===== config.mk =====
export PLATFORM = sky130hd
export DESIGN_NAME = reg8file_reader
export DESIGN_NICKNAME = d
export VERILOG_FILES = /design/src/rtl/reg8file_reader.sv
export SDC_FILE = /design/constraint.sdc
export NUM_CORES = 1
export LEC_CHECK = 0
export CAP_MARGIN = 20
export CORE_MARGIN = 3
export CORE_UTILIZATION = 44
export DETAILED_ROUTE_END_ITERATION = 12
export GPL_TIMING_DRIVEN = 0
export PLACE_DENSITY = 0.78
export SLEW_MARGIN = 20
export SYNTH_ARGS = -nofsm -noshare
export SYNTH_HDL_FRONTEND = slang
export SYNTH_SLANG_ARGS = --single-unit

===== constraint.sdc =====
create_clock -name clk -period 2 [get_ports clk]
set_clock_uncertainty 0.1 [all_clocks]
set_input_delay 0.5 -clock clk [delete_from_list [all_inputs] [get_ports clk]]
set_output_delay 0.5 -clock clk [all_outputs]
set_load 0.01 [all_outputs]

===== src/rtl/reg8file_reader.sv =====
// Read-side sequencer for the 8-entry register file: single reads or wrap-around bursts as a valid/ready stream.
// Optional checksum word after each burst is enabled by defining READER_CHECKSUM_EN.
module reg8file_reader #(
  parameter int DATA_W = 8,
  parameter int ADDR_W = 3
) (
  input  logic              clk,
  input  logic              clrn,
  input  logic              start,
  input  logic              mode,
  input  logic [ADDR_W-1:0] addr,
  output logic              busy,
  output logic [ADDR_W-1:0] rsel,
  input  logic [DATA_W-1:0] rdata,
  output logic              out_valid,
  input  logic              out_ready,
  output logic [DATA_W-1:0] out_data,
  output logic [ADDR_W-1:0] out_idx,
  output logic              out_last,
  output logic              out_csum
);

  localparam int NREGS = 2**ADDR_W;
  localparam logic [ADDR_W-1:0] LAST_CNT = ADDR_W'(NREGS - 1);

`ifdef READER_CHECKSUM_EN
  typedef enum logic [1:0] {IDLE, SEL, HOLD, CSUM} state_t;
  logic [DATA_W-1:0] acc;
`else
  typedef enum logic [1:0] {IDLE, SEL, HOLD} state_t;
`endif

  state_t            state;
  logic              burst;
  logic [ADDR_W-1:0] cnt;

  assign busy = (state != IDLE);

`ifndef READER_CHECKSUM_EN
  assign out_csum = 1'b0;
`endif

  always_ff @(posedge clk or negedge clrn) begin
    if (!clrn) begin
      state     <= IDLE;
      rsel      <= '0;
      burst     <= 1'b0;
      cnt       <= '0;
      out_valid <= 1'b0;
      out_data  <= '0;
      out_idx   <= '0;
      out_last  <= 1'b0;
`ifdef READER_CHECKSUM_EN
      acc       <= '0;
      out_csum  <= 1'b0;
`endif
    end else begin
      case (state)
        IDLE: begin
          if (start) begin
            rsel  <= addr;
            burst <= mode;
            cnt   <= '0;
`ifdef READER_CHECKSUM_EN
            acc   <= '0;
`endif
            state <= SEL;
          end
        end

        // rsel has had a full cycle to settle, so rdata is the file contents at this edge.
        SEL: begin
          out_data  <= rdata;
          out_idx   <= rsel;
          out_valid <= 1'b1;
`ifdef READER_CHECKSUM_EN
          acc       <= acc ^ rdata;
          out_last  <= !burst;
`else
          out_last  <= !burst || (cnt == LAST_CNT);
`endif
          state     <= HOLD;
        end

        HOLD: begin
          if (out_valid && out_ready) begin
            if (!burst) begin
              out_valid <= 1'b0;
              out_last  <= 1'b0;
              state     <= IDLE;
            end else if (cnt == LAST_CNT) begin
`ifdef READER_CHECKSUM_EN
              // acc already includes the final word captured in SEL.
              out_data  <= acc;
              out_idx   <= '0;
              out_csum  <= 1'b1;
              out_last  <= 1'b1;
              out_valid <= 1'b1;
              state     <= CSUM;
`else
              out_valid <= 1'b0;
              out_last  <= 1'b0;
              state     <= IDLE;
`endif
            end else begin
              out_valid <= 1'b0;
              out_last  <= 1'b0;
              rsel      <= rsel + 1'b1;
              cnt       <= cnt + 1'b1;
              state     <= SEL;
            end
          end
        end

`ifdef READER_CHECKSUM_EN
        CSUM: begin
          if (out_valid && out_ready) begin
            out_valid <= 1'b0;
            out_last  <= 1'b0;
            out_csum  <= 1'b0;
            state     <= IDLE;
          end
        end
`endif

        default: state <= IDLE;
      endcase
    end
  end

endmodule


==> reports/qor.txt, run 1 <==
crit-path max FO - 7
gpl congestion - 0.850
Final TNS setup - 0 ns
cell row count - 16
die width - 53.4 um
Fmax achieved - 523 MHz
Num CTS Buffers - 3
Via Count - 746
Setup CP Type - flop to output pin
outcome - finished, final reports clean
Core Area - 2040 um^2
HP Class - flop to flop
share of cells above drive strength 1 - 0.150
list of most frequent post-synthesis cells - dfrtp_1 (22), mux2_1 (8), nand2_1 (8)
drc violations - 0
Syn-to-layout area delta - 42.1%
TritonCTS clock tree - yes
Worst Max-Slew Pin Slew - 0.960 ns
DIE AREA - 2850 um^2
proportion of netlist area held by the largest area contributor - 0.556
Pleak - 0.613 nW
total power - 0.00199 W
most frequent cell after synthesis - dfrtp_1
CP Capture Type - output pin
data arrival time of the worst path - 1.31 ns
synthesized area - 990 um^2
final hold violations - 0
MaxCap Viol Count - 0
Clock Latency Late Sink - 0.29 ns
DR pass1 iterations - 4
Fillers - 169
Port Buf Inserts - 32
Synth area leaders - dfrtp_1 (56%), mux2_1 (9.1%), ha_1 (3.8%)
Main synth FF type - dfrtp_1
Synth Warn # - 0
# setup viols final - 0
via density per instance - 5.07
Synth Instances - 81
RSZ-0062 raised after global routing - no
Synth area leader - dfrtp_1
Clock Tree Buf Depth - 2
Reg clk slew, reported paths - 0.11 ns
largest net degree at the start of global routing - 23
CTS H-tree depth - 1
Seq/Total Area, Yosys - 0.556
ANT cells - 0
P per Cell Area - 1420 nW/um^2
CTS Sinks - 22
initial core utilization - 0.485
initial antenna violation count - 0
Peak VDD IR - 0.000876 V
Setup crit start kind - flop
gr ovfl total - 0
max-slew violation count - 0
Slew HR - 0.358
period utilization - 0.956
Tmin final - 1.91 ns
total wire length - 1900 um
first-pass GRT wire length - 3050 um
Post-synth EDFFs - 0
Async SR Flop Fraction - 1.00
Final Net Count - 140
Top-Level Pins - 34
distinct cell type count after synthesis - 30
antenna-violating nets left - 0
Clock Root Buffer - clkbuf_4
vias in the first global route - 725
Post-Syn Nets - 100
HPWL Detailed - 1440 um
DR iter-0 viols - 4
Syn Area/Cell - 12.2 um^2
CP required - 1.40 ns
DR WL/cell - 12.9 um
Die Height - 53.4 um
All-Layer GR Usage - 0.144
Yosys reg bits - 22
## cell families after synthesis
family,count (synthesis),share of synthesized area
other,1,0.00379
adder cells (fa/ha/maj),3,0.0379
multiplexers,12,0.135
AO/OA/AOI/OAI,13,0.0936
AND/OR/NAND/NOR,24,0.140
flip-flops,22,0.556
buffers and inverters,6,0.0329
## report_power, final
part	internal, W	switching [W]	leakage, nW
Clock	0.000111	0.000125	0.0210
Combinational	0.000584	0.000392	0.329
Sequential	0.000650	0.000133	0.263
Total	0.00134	0.000650	0.613
## critical path, cell delays in order (launching register included)
cell	delay [ns]
dfrtp_2	0.46
or2_2	0.27
dlygate4sd2_1	0.29
## path summary, 6_finish.rpt
check	to	cells past startpoint	startpoint	slack, ns
worst max-delay path	busy	2	state[0]	0.09
worst max register to register	cnt[0]	5	cnt[0]	0.20
max in group asynchronous	state[0]	1	clrn	0.53
worst min register to register	out_data[4]	1	out_data[4]	0.40
worst min-delay path	out_data[4]	1	out_data[4]	0.40
min in group asynchronous	out_data[5]	1	clrn	0.63
## state kept, by name, summed over array words and instances, names as in the netlist
| name | flops |
|---|---|
| out_valid | 1 |
| out_last | 1 |
| rsel | 3 |
| out_idx | 3 |
| cnt | 3 |
| burst | 1 |
| state | 2 |
| out_data | 8 |
## area by class of cell
type / instances / area, um^2 / share of cell area
inverters: 2 / 7.51 / 0.00534
clock buffers: 4 / 36.3 / 0.0258
repair buffers: 36 / 349 / 0.248
flip-flops and latches: 22 / 553 / 0.393
well taps: 27 / 33.8 / 0.0240
multi-input cells: 53 / 407 / 0.289
plain buffers: 3 / 20.0 / 0.0142
## per-layer routing
layer  track usage  vias to the layer above  part of all wire
met2         0.249                       28              0.46
met3        0.0338                        0             0.092
met4        0.0255                        0                 0
li1              -                      364                 -
met1         0.182                      354              0.45
met5             0                        -                 0
## through the flow
| stage | cells | utilization | instance area (um^2) | setup slack (ns) | hold WS, ns |
|---|---|---|---|---|---|
| after floorplan | 81 | - | 990 | 0.402 | 0.104 |
| after global placement | 140 | 0.658 | 1340 | 0.0472 | 0.366 |
| after detailed placement | 140 | 0.658 | 1340 | 0.0321 | 0.378 |
| after CTS | 144 | 0.676 | 1380 | 0.00244 | 0.407 |
| after global routing | 147 | 0.689 | 1410 | 0.0176 | 0.413 |
| final | 147 | 0.689 | 1410 | 0.0887 | 0.402 |
## cell usage in the layout, fill, tap and decap left out
cell,n
o32a_1,1
o211ai_1,1
or2_2,1
o21a_1,1
nor2_1,4
nor2b_1,3
nand4bb_1,1
ha_1,3
clkbuf_4,3
buf_2,1
and4bb_1,1
dfrtp_2,2
conb_1,1
mux2i_1,1
a221oi_1,1
or3b_1,1
nand2_1,8
mux2_1,8
mux2_2,3
o21ai_1,2
dlygate4sd2_1,1
nor3b_1,1
clkbuf_8,1
and2_1,1
o21ai_0,2
buf_4,6
dfrtp_1,20
nand3_1,1
clkdlybuf4s50_1,31
a21o_1,1
inv_1,2
a21oi_1,1
nand4b_1,2
o21ai_2,1
a311oi_1,2
## repair_timing
| action | CTS | global route |
|---|---|---|
| hold buffers | 0 | 0 |
| resized for setup | 1 | 2 |
| buffers inserted | 1 | 3 |
| setup endpoints to repair | 1 | 1 |
| cloned | 0 | 0 |
No activity file was read; power rests on OpenSTA's default activity.
==> run 2, diff against run 1 <==
CORE_UTILIZATION = 46   (was 44)
CTS_BUF_LIST = sky130_fd_sc_hd__clkbuf_4   (was unset)
PLACE_DENSITY = 0.81   (was 0.78)
==> reports/qor.txt, run 2 (synthesis gave the netlist of run 1 again) <==
DR WL/cell - 14.1 um (+9.3%)
# setup viols final - 0 (unchanged)
HPWL Detailed - 1480 um (+3.2%)
TritonCTS clock tree - yes
share of cells above drive strength 1 - 0.151 (+0.00126)
Clock Latency Late Sink - 0.29 ns (about the same)
setup ws final - 0.0696 ns (-0.0191 ns)
crit-path max FO - 5 (-2)
period utilization - 0.965 (+0.00957)
CP required - 1.40 ns (about the same)
reg2reg path depth - 5 (unchanged)
Fmax achieved - 518 MHz (-0.99%)
DR iter-0 viols - 15 (+11)
DIE AREA - 2740 um^2 (-3.9%)
Die Height - 52.4 um (-1.9%)
Setup crit start kind - flop
initial core utilization - 0.494 (+0.00969)
largest net degree at the start of global routing - 23 (unchanged)
All-Layer GR Usage - 0.162 (+0.0184)
Port Buf Inserts - 32 (unchanged)
Clock Root Buffer - clkbuf_4
gr ovfl total - 0 (unchanged)
outcome - finished, final reports clean
CTS H-tree depth - 1 (unchanged)
CP Capture Type - output pin
data arrival time of the worst path - 1.33 ns (+0.02 ns)
Num CTS Buffers - 3 (unchanged)
Via Count - 771 (+3.4%)
via density per instance - 5.28 (+4.1%)
Core Area - 2000 um^2 (-2.0%)
most common library cell in the layout ignoring fill and taps - clkdlybuf4s50_1
total wire length - 2060 um (+8.6%)
Worst R2R Start - state[0]
dpl cells - 140 (unchanged)
antenna-violating nets left - 0 (unchanged)
gpl congestion - 0.852 (+0.19%)
Pleak - 0.606 nW (-1.2%)
Fillers - 148 (-12%)
reg2reg setup slack - 0.21 ns (about the same)
Setup WS pre-CTS - 0.0435 ns (+0.0114 ns)
Syn-to-layout area delta - 40.2%
most frequent cells in the layout - clkdlybuf4s50_1 (30), dfrtp_1 (20), nand2_1 (8), mux2_1 (8), buf_4 (6)
MaxCap Viol Count - 0 (unchanged)
Top-Level Pins - 34 (unchanged)
ANT cells - 0 (unchanged)
cell row count - 16 (unchanged)
Final TNS setup - 0 ns (unchanged)
final hold violations - 0 (unchanged)
drc violations - 0 (unchanged)
post-route insts no fill - 146 (-0.68%)
P per Cell Area - 1410 nW/um^2 (-0.44%)
Final Net Count - 140 (unchanged)
Tmin final - 1.93 ns (+0.0191 ns)
DR pass1 iterations - 4 (unchanged)
RSZ-0062 raised after global routing - no
first-pass GRT wire length - 3280 um (+7.7%)
CTS Sinks - 22 (unchanged)
hold_ws - 0.0450 ns (-0.357 ns)
vias in the first global route - 747 (+3.0%)
max-slew violation count - 0 (unchanged)
reg-to-reg endpoint - out_data[1]
HP Class - input pin to async pin
Clock Tree Buf Depth - 2 (unchanged)
Setup CP Type - flop to output pin
Reg clk slew, reported paths - 0.12 ns (about the same)
die width - 52.4 um (-1.9%)
max FFs per register - 8 (unchanged)
Peak VDD IR - 0.000809 V (-7.7%)
initial antenna violation count - 0 (unchanged)
Reg with most FFs - out_data
run 2: cell type report:
cell class / instances / area, um^2 / area share
plain buffers: 3 / 20.0 / 0.0144
clock buffers: 3 / 22.5 / 0.0162
inverters: 2 / 7.51 / 0.00541
multi-input cells: 53 / 407 / 0.293
flip-flops and latches: 22 / 553 / 0.399
well taps: 27 / 33.8 / 0.0243
repair buffers: 36 / 344 / 0.248
run 2: where the power goes:
part	switching (W)	internal [W]
Sequential	0.000136	0.000650
Combinational	0.000401	0.000583
Clock	0.000119	0.0000699
run 2: through the flow:
stage	cell area [um^2]	power [W]	utilization
floorplan	990	0.00126	-
global route	1390	0.00211	0.693
detailed placement	1340	0.00175	0.671
global placement	1340	0.00171	0.671
finish	1390	0.00196	0.693
CTS	1370	0.00193	0.683
run 2: worst max path at each step:
stage / from / end / slack [ns] / cells past startpoint
2_1_floorplan: cnt[0] / rsel[1] / 0.40 / 5
3_3_place_gp: start / rsel[1] / 0.05 / 5
6_report: state[1] / busy / 0.07 / 2
4_1_cts: state[0] / busy / 0.002 / 2
5_1_grt: state[1] / busy / 0.007 / 2
3_5_place_dp: start / rsel[1] / 0.04 / 5
run 2: repair_timing:
item | CTS | global route
gates resized for setup | 1 | 2
pin swaps | 0 | 0
setup endpoints to repair | 1 | 1
setup buffers | 1 | 3
hold buffers | 0 | 0
run 2: per-layer routing:
metal	wire length, um	vias to the layer above	GRT usage
met5	0	-	0
met4	45	0	0.0766
met3	182	5	0.0427
met2	978	34	0.258
met1	853	363	0.203
li1	-	369	-
run 2: critical path, stage by stage (launching register included):
cell and delay [ns]:
dfrtp_2 0.46, or2_2 0.29, dlygate4sd2_1 0.29
==> run 3, diff against run 2 <==
CORE_UTILIZATION = 35   (was 46)
CTS_CLUSTER_SIZE = 30   (was unset)
PLACE_DENSITY = 0.74   (was 0.81)
==> reports/qor.txt, run 3 (synthesis gave the netlist of run 1 again) <==
outcome - finished, final reports clean
data arrival time of the worst path - 1.30 ns (-0.03 ns)
initial antenna violation count - 0 (unchanged)
setup ws final - 0.0962 ns (+0.0266 ns)
RSZ-0062 raised after global routing - no
switching pwr - 0.000675 W (+2.8%)
reg2reg setup slack - 0.16 ns (-0.05 ns)
crit path from - state[1]
clock network power share - 0.163 (+0.066)
Via Count - 801 (+3.9%)
Die Height - 59.2 um (+13%)
final core utilization - 0.549 (-0.144)
max-slew violation count - 0 (unchanged)
All-Layer GR Usage - 0.130 (-0.0325)
cell row count - 18 (+2)
final hold violations - 0 (unchanged)
Fillers - 246 (+66%)
CP required - 1.40 ns (about the same)
CTS H-tree depth - 1 (unchanged)
Worst R2R Start - cnt[0]
DR WL/cell - 14.0 um (-1.1%)
first-pass GRT wire length - 3480 um (+6.1%)
# setup viols final - 0 (unchanged)
Clock Latency Late Sink - 0.32 ns (+0.03 ns)
initial core utilization - 0.382 (-0.112)
DIE AREA - 3500 um^2 (+28%)
Fmax achieved - 525 MHz (+1.4%)
Setup CP Type - flop to output pin
CP Capture Type - output pin
total wire length - 2090 um (+1.6%)
Pleak - 0.620 nW (+2.3%)
Port Buf Inserts - 32 (unchanged)
Reg with most FFs - out_data
crit-path max FO - 2 (-3)
final instance area - 1420 um^2 (+2.4%)
largest net degree at the start of global routing - 23 (unchanged)
Clock Root Buffer - clkbuf_4
max FFs per register - 8 (unchanged)
HP Class - input pin to async pin
vias in the first global route - 827 (+11%)
most common library cell in the layout ignoring fill and taps - clkdlybuf4s50_1
TritonCTS clock tree - yes
DR iter-0 viols - 12 (-3)
drc violations - 0 (unchanged)
total power - 0.00211 W (+7.6%)
share of cells above drive strength 1 - 0.158 (+0.00707)
gpl congestion - 0.791 (-7.2%)
Top-Level Pins - 34 (unchanged)
P per Cell Area - 1480 nW/um^2 (+5.0%)
Net Sw Frac - 0.320 (-0.0147)
Logic pwr share - 0.467 (-0.035)
Setup crit start kind - flop
CTS Hold Bufs - 0 (unchanged)
most frequent cells in the layout - clkdlybuf4s50_1 (30), dfrtp_1 (20), nand2_1 (8), mux2_1 (8), buf_4 (6)
HPWL Detailed - 1560 um (+5.1%)
MaxCap Viol Count - 0 (unchanged)
die width - 59.2 um (+13%)
sequential power share - 0.370 (-0.031)
Syn-to-layout area delta - 43.6%
CTS Sinks - 22 (unchanged)
ANT cells - 0 (unchanged)
antenna-violating nets left - 0 (unchanged)
DR pass1 iterations - 4 (unchanged)
period utilization - 0.952 (-0.0133)
gr ovfl total - 0 (unchanged)
Reg clk slew, reported paths - 0.13 ns (about the same)
Int Power - 0.00143 W (+10%)
via density per instance - 5.34 (+1.1%)
Setup WS pre-CTS - 0.0396 ns (-0.00390 ns)
Core Area - 2590 um^2 (+29%)
Tmin final - 1.90 ns (-0.0266 ns)
Final TNS setup - 0 ns (unchanged)
Peak VDD IR - 0.000836 V (+3.3%)
Post-DP Area - 1350 um^2 (+0.28%)
Clock Tree Buf Depth - 2 (unchanged)
Final Net Count - 140 (unchanged)
Num CTS Buffers - 3 (unchanged)
==> run 3: final timing paths <==
check,end,cells past startpoint
setup / recovery,busy,2
hold / removal,out_data[7],1
setup reg to reg,cnt[0],5
hold reg to reg,out_idx[2],1
max in group asynchronous,state[0],1
min in group clk,out_idx[2],1
==> run 3: repair_timing <==
action                     CTS  global route
buffers inserted             1             3
resized for setup            3             0
setup endpoints to repair    1             1
==> run 3: cell type report <==
class                           count  area (um^2)  area share
Clock inverter                      1         30.0      0.0211
Multi-Input combinational cell     53          407       0.286
Buffer                              3         20.0      0.0141
Tap cell                           30         37.5      0.0264
Sequential cell                    22          553       0.389
Inverter                            2         7.51     0.00528
Timing Repair Buffer               36          344       0.242
Clock buffer                        3         22.5      0.0158
==> run 3: power by group through the flow <==
| stage | Combinational, W | Sequential, W | Clock (W) |
|---|---|---|---|
| 2_1_floorplan | 0.000401 | 0.000856 | 0 |
| 4_1_cts | 0.000937 | 0.000810 | 0.000349 |
| 6_report | 0.000985 | 0.000780 | 0.000343 |
| 5_1_grt | 0.00108 | 0.000814 | 0.000363 |
| 3_3_place_gp | 0.000931 | 0.000791 | 0 |
| 3_5_place_dp | 0.000952 | 0.000803 | 0 |
==> run 3: metrics by stage <==
| stage | std cells | hold slack (ns) |
|---|---|---|
| 4_1_cts | 147 | 0.404 |
| 5_1_grt | 150 | 0.0489 |
| 3_3_place_gp | 143 | 0.367 |
| 6_report | 150 | 0.0204 |
| 3_5_place_dp | 143 | 0.374 |
| 2_1_floorplan | 81 | 0.104 |
==> run 3: routing by layer <==
metal  GRT usage  wire length [um]  up-vias
met4      0.0259                 5        0
met5           0                 0        -
met1       0.160               895      404
li1            -                 -      364
met3      0.0458               202        2
met2       0.219               989       31
==> run 3: worst max-delay path, stage by stage (launching register included) <==
cell and delay (ns):
dfrtp_2 0.42, or2_2 0.28, dlygate4sd2_1 0.29
==> RTL change: new RTL, settings of run 2 <==
The parameter `ADDR_W` goes from 3 to 4.
--- a/src/rtl/reg8file_reader.sv
+++ b/src/rtl/reg8file_reader.sv
@@ -2,7 +2,7 @@
 // Optional checksum word after each burst is enabled by defining READER_CHECKSUM_EN.
 module reg8file_reader #(
   parameter int DATA_W = 8,
-  parameter int ADDR_W = 3
+  parameter int ADDR_W = 4
 ) (
   input  logic              clk,
   input  logic              clrn,
Ports: changed (resized addr, out_idx and rsel); port bits go from 34 to 37. The function was not compared with the original's and may differ.
==> RTL change against run 2 <==
  * Critical path depth decreased by 1
  * Area after synthesis grew 24%
  * Register-to-register slack improved by 110 ps
  * Routed wire length is 31% higher
  * Global-route usage rose by 0.26 points
  * Total power rose by 25%
  * Clock power grew 21%
  * Worst setup slack worse by 13 ps
  * Combinational power rose by 31%
  * Sequential cell count up 3
  * Worst hold slack improved by 2.5 ps
  * Design area is 20% higher
  * Critical endpoint is now rsel[0]
==> RTL change: results (changes against run 2) <==
status=completed; GRT Resource Usage Total=16.5% (+0.26 points); Clock Latency Late Sink=310 ps (+20 ps); layout cell share with drive strength beyond 1=27.4% (+12 points); Clock transition at path regs=140 ps (+20 ps); metal2 WL=1400 µm (+43%); M1 WL=1200 µm (+41%); CTS resizes=6 (+5); Leak=0.000702 µW (+16%); top cells by count, synth=dfrtp_1 (25), mux2_2 (14), nand3_1 (10); GR Util met2=28.1% (+2.2 points); Synth cell types=36 (+20%); Area after DPL=0.00161 mm² (+20%); postcts setup bufs=2 (+1); Fillers=190 (+28%); Worst IR Drop VDD=1.01 mV (+25%); met3 GRT Util=2.71% (-1.6 points); Avg WL per Cell=15.3 µm (+8.6%); met1 usage=21.1% (+0.81 points); vias in the first global route=1007 (+35%); reg2reg start=state[1]; Mapped Nets=124 (+24%); CP max stage delay=570 ps (+110 ps); area of the multi-input gates=557 µm² (+37%); DRT iter0 DRCs=20 (+5); Crit-path slowest cell=clkdlybuf4s50_1; final net count=166 (+19%); DP HPWL=1920 µm (+30%); RR Endpoint=burst; cells taking the most area after synthesis=dfrtp_1 (51%), mux2_2 (13%), nand3_1 (4.1%), nand2_1 (2.1%), ha_1 (2.0%); Final Wtd Congestion=0.888 (+4.2%); vias after detailed routing=959 (+24%); first-pass GRT wire length=4330 µm (+32%); sequential area share after synthesis=51.1% (-4.5 points)
==> RTL change: cell count changes in the layout (fill, tap and decap cells not counted), moves of 2 or more <==
cell / run 2 / this run
dfrtp_2: 2 / 4
mux2_1: 8 / 0
buf_6: 0 / 2
nand3_1: 1 / 10
a21oi_1: 1 / 3
mux2_2: 3 / 14
nand2b_1: 0 / 3
clkdlybuf4s50_1: 30 / 33
o21ai_1: 2 / 0
==> RTL change: cell type report <==
cell class	instances	share of cell area, %
buffer	5	2.56
clock buffer	3	1.35
clock inverter	1	0.451
inverter	1	0.226
multi-input combinational	73	33.5
sequential	25	37.9
tap	30	2.26
timing repair buffer	38	21.8
==> RTL change: cell families (layout without fill, tap and decap cells) <==
family	after synthesis	in the layout	share of synthesized area (%)
multiplexers	16	16	14.9
AND/OR/NAND/NOR	39	39	18.3
flip-flops	25	25	51.1
buffers and inverters	7	48	3.37
adder cells (fa/ha/maj)	2	2	2.04
other	1	1	0.306
AO/OA/AOI/OAI	15	15	9.92
==> RTL change: metrics by stage <==
step	std cells	hold slack, ps	worst slack, ps	setup TNS (ps)
final	176	47.5	56.1	0
after CTS	175	427	10.1	0
after global routing	176	68.7	8.79	0
after floorplan	105	104	427	0
after detailed placement	170	395	-81.6	-190
after global placement	170	388	-68.8	-137
==> RTL change: how the worst max path moves through the flow <==
stage	start	to	slack, ps
after detailed placement	state[1]	busy	-80
after CTS	out_valid	out_valid	10
after global routing	out_valid	out_valid	9
after global placement	state[1]	busy	-70
final	rsel[0]	rsel[0]	60
after floorplan	state[1]	busy	430
==> RTL change: power by group <==
part | switching, µW | total, µW | internal [µW]
Combinational | 530 | 1290 | 756
Sequential | 192 | 930 | 739
Clock | 152 | 228 | 76.2
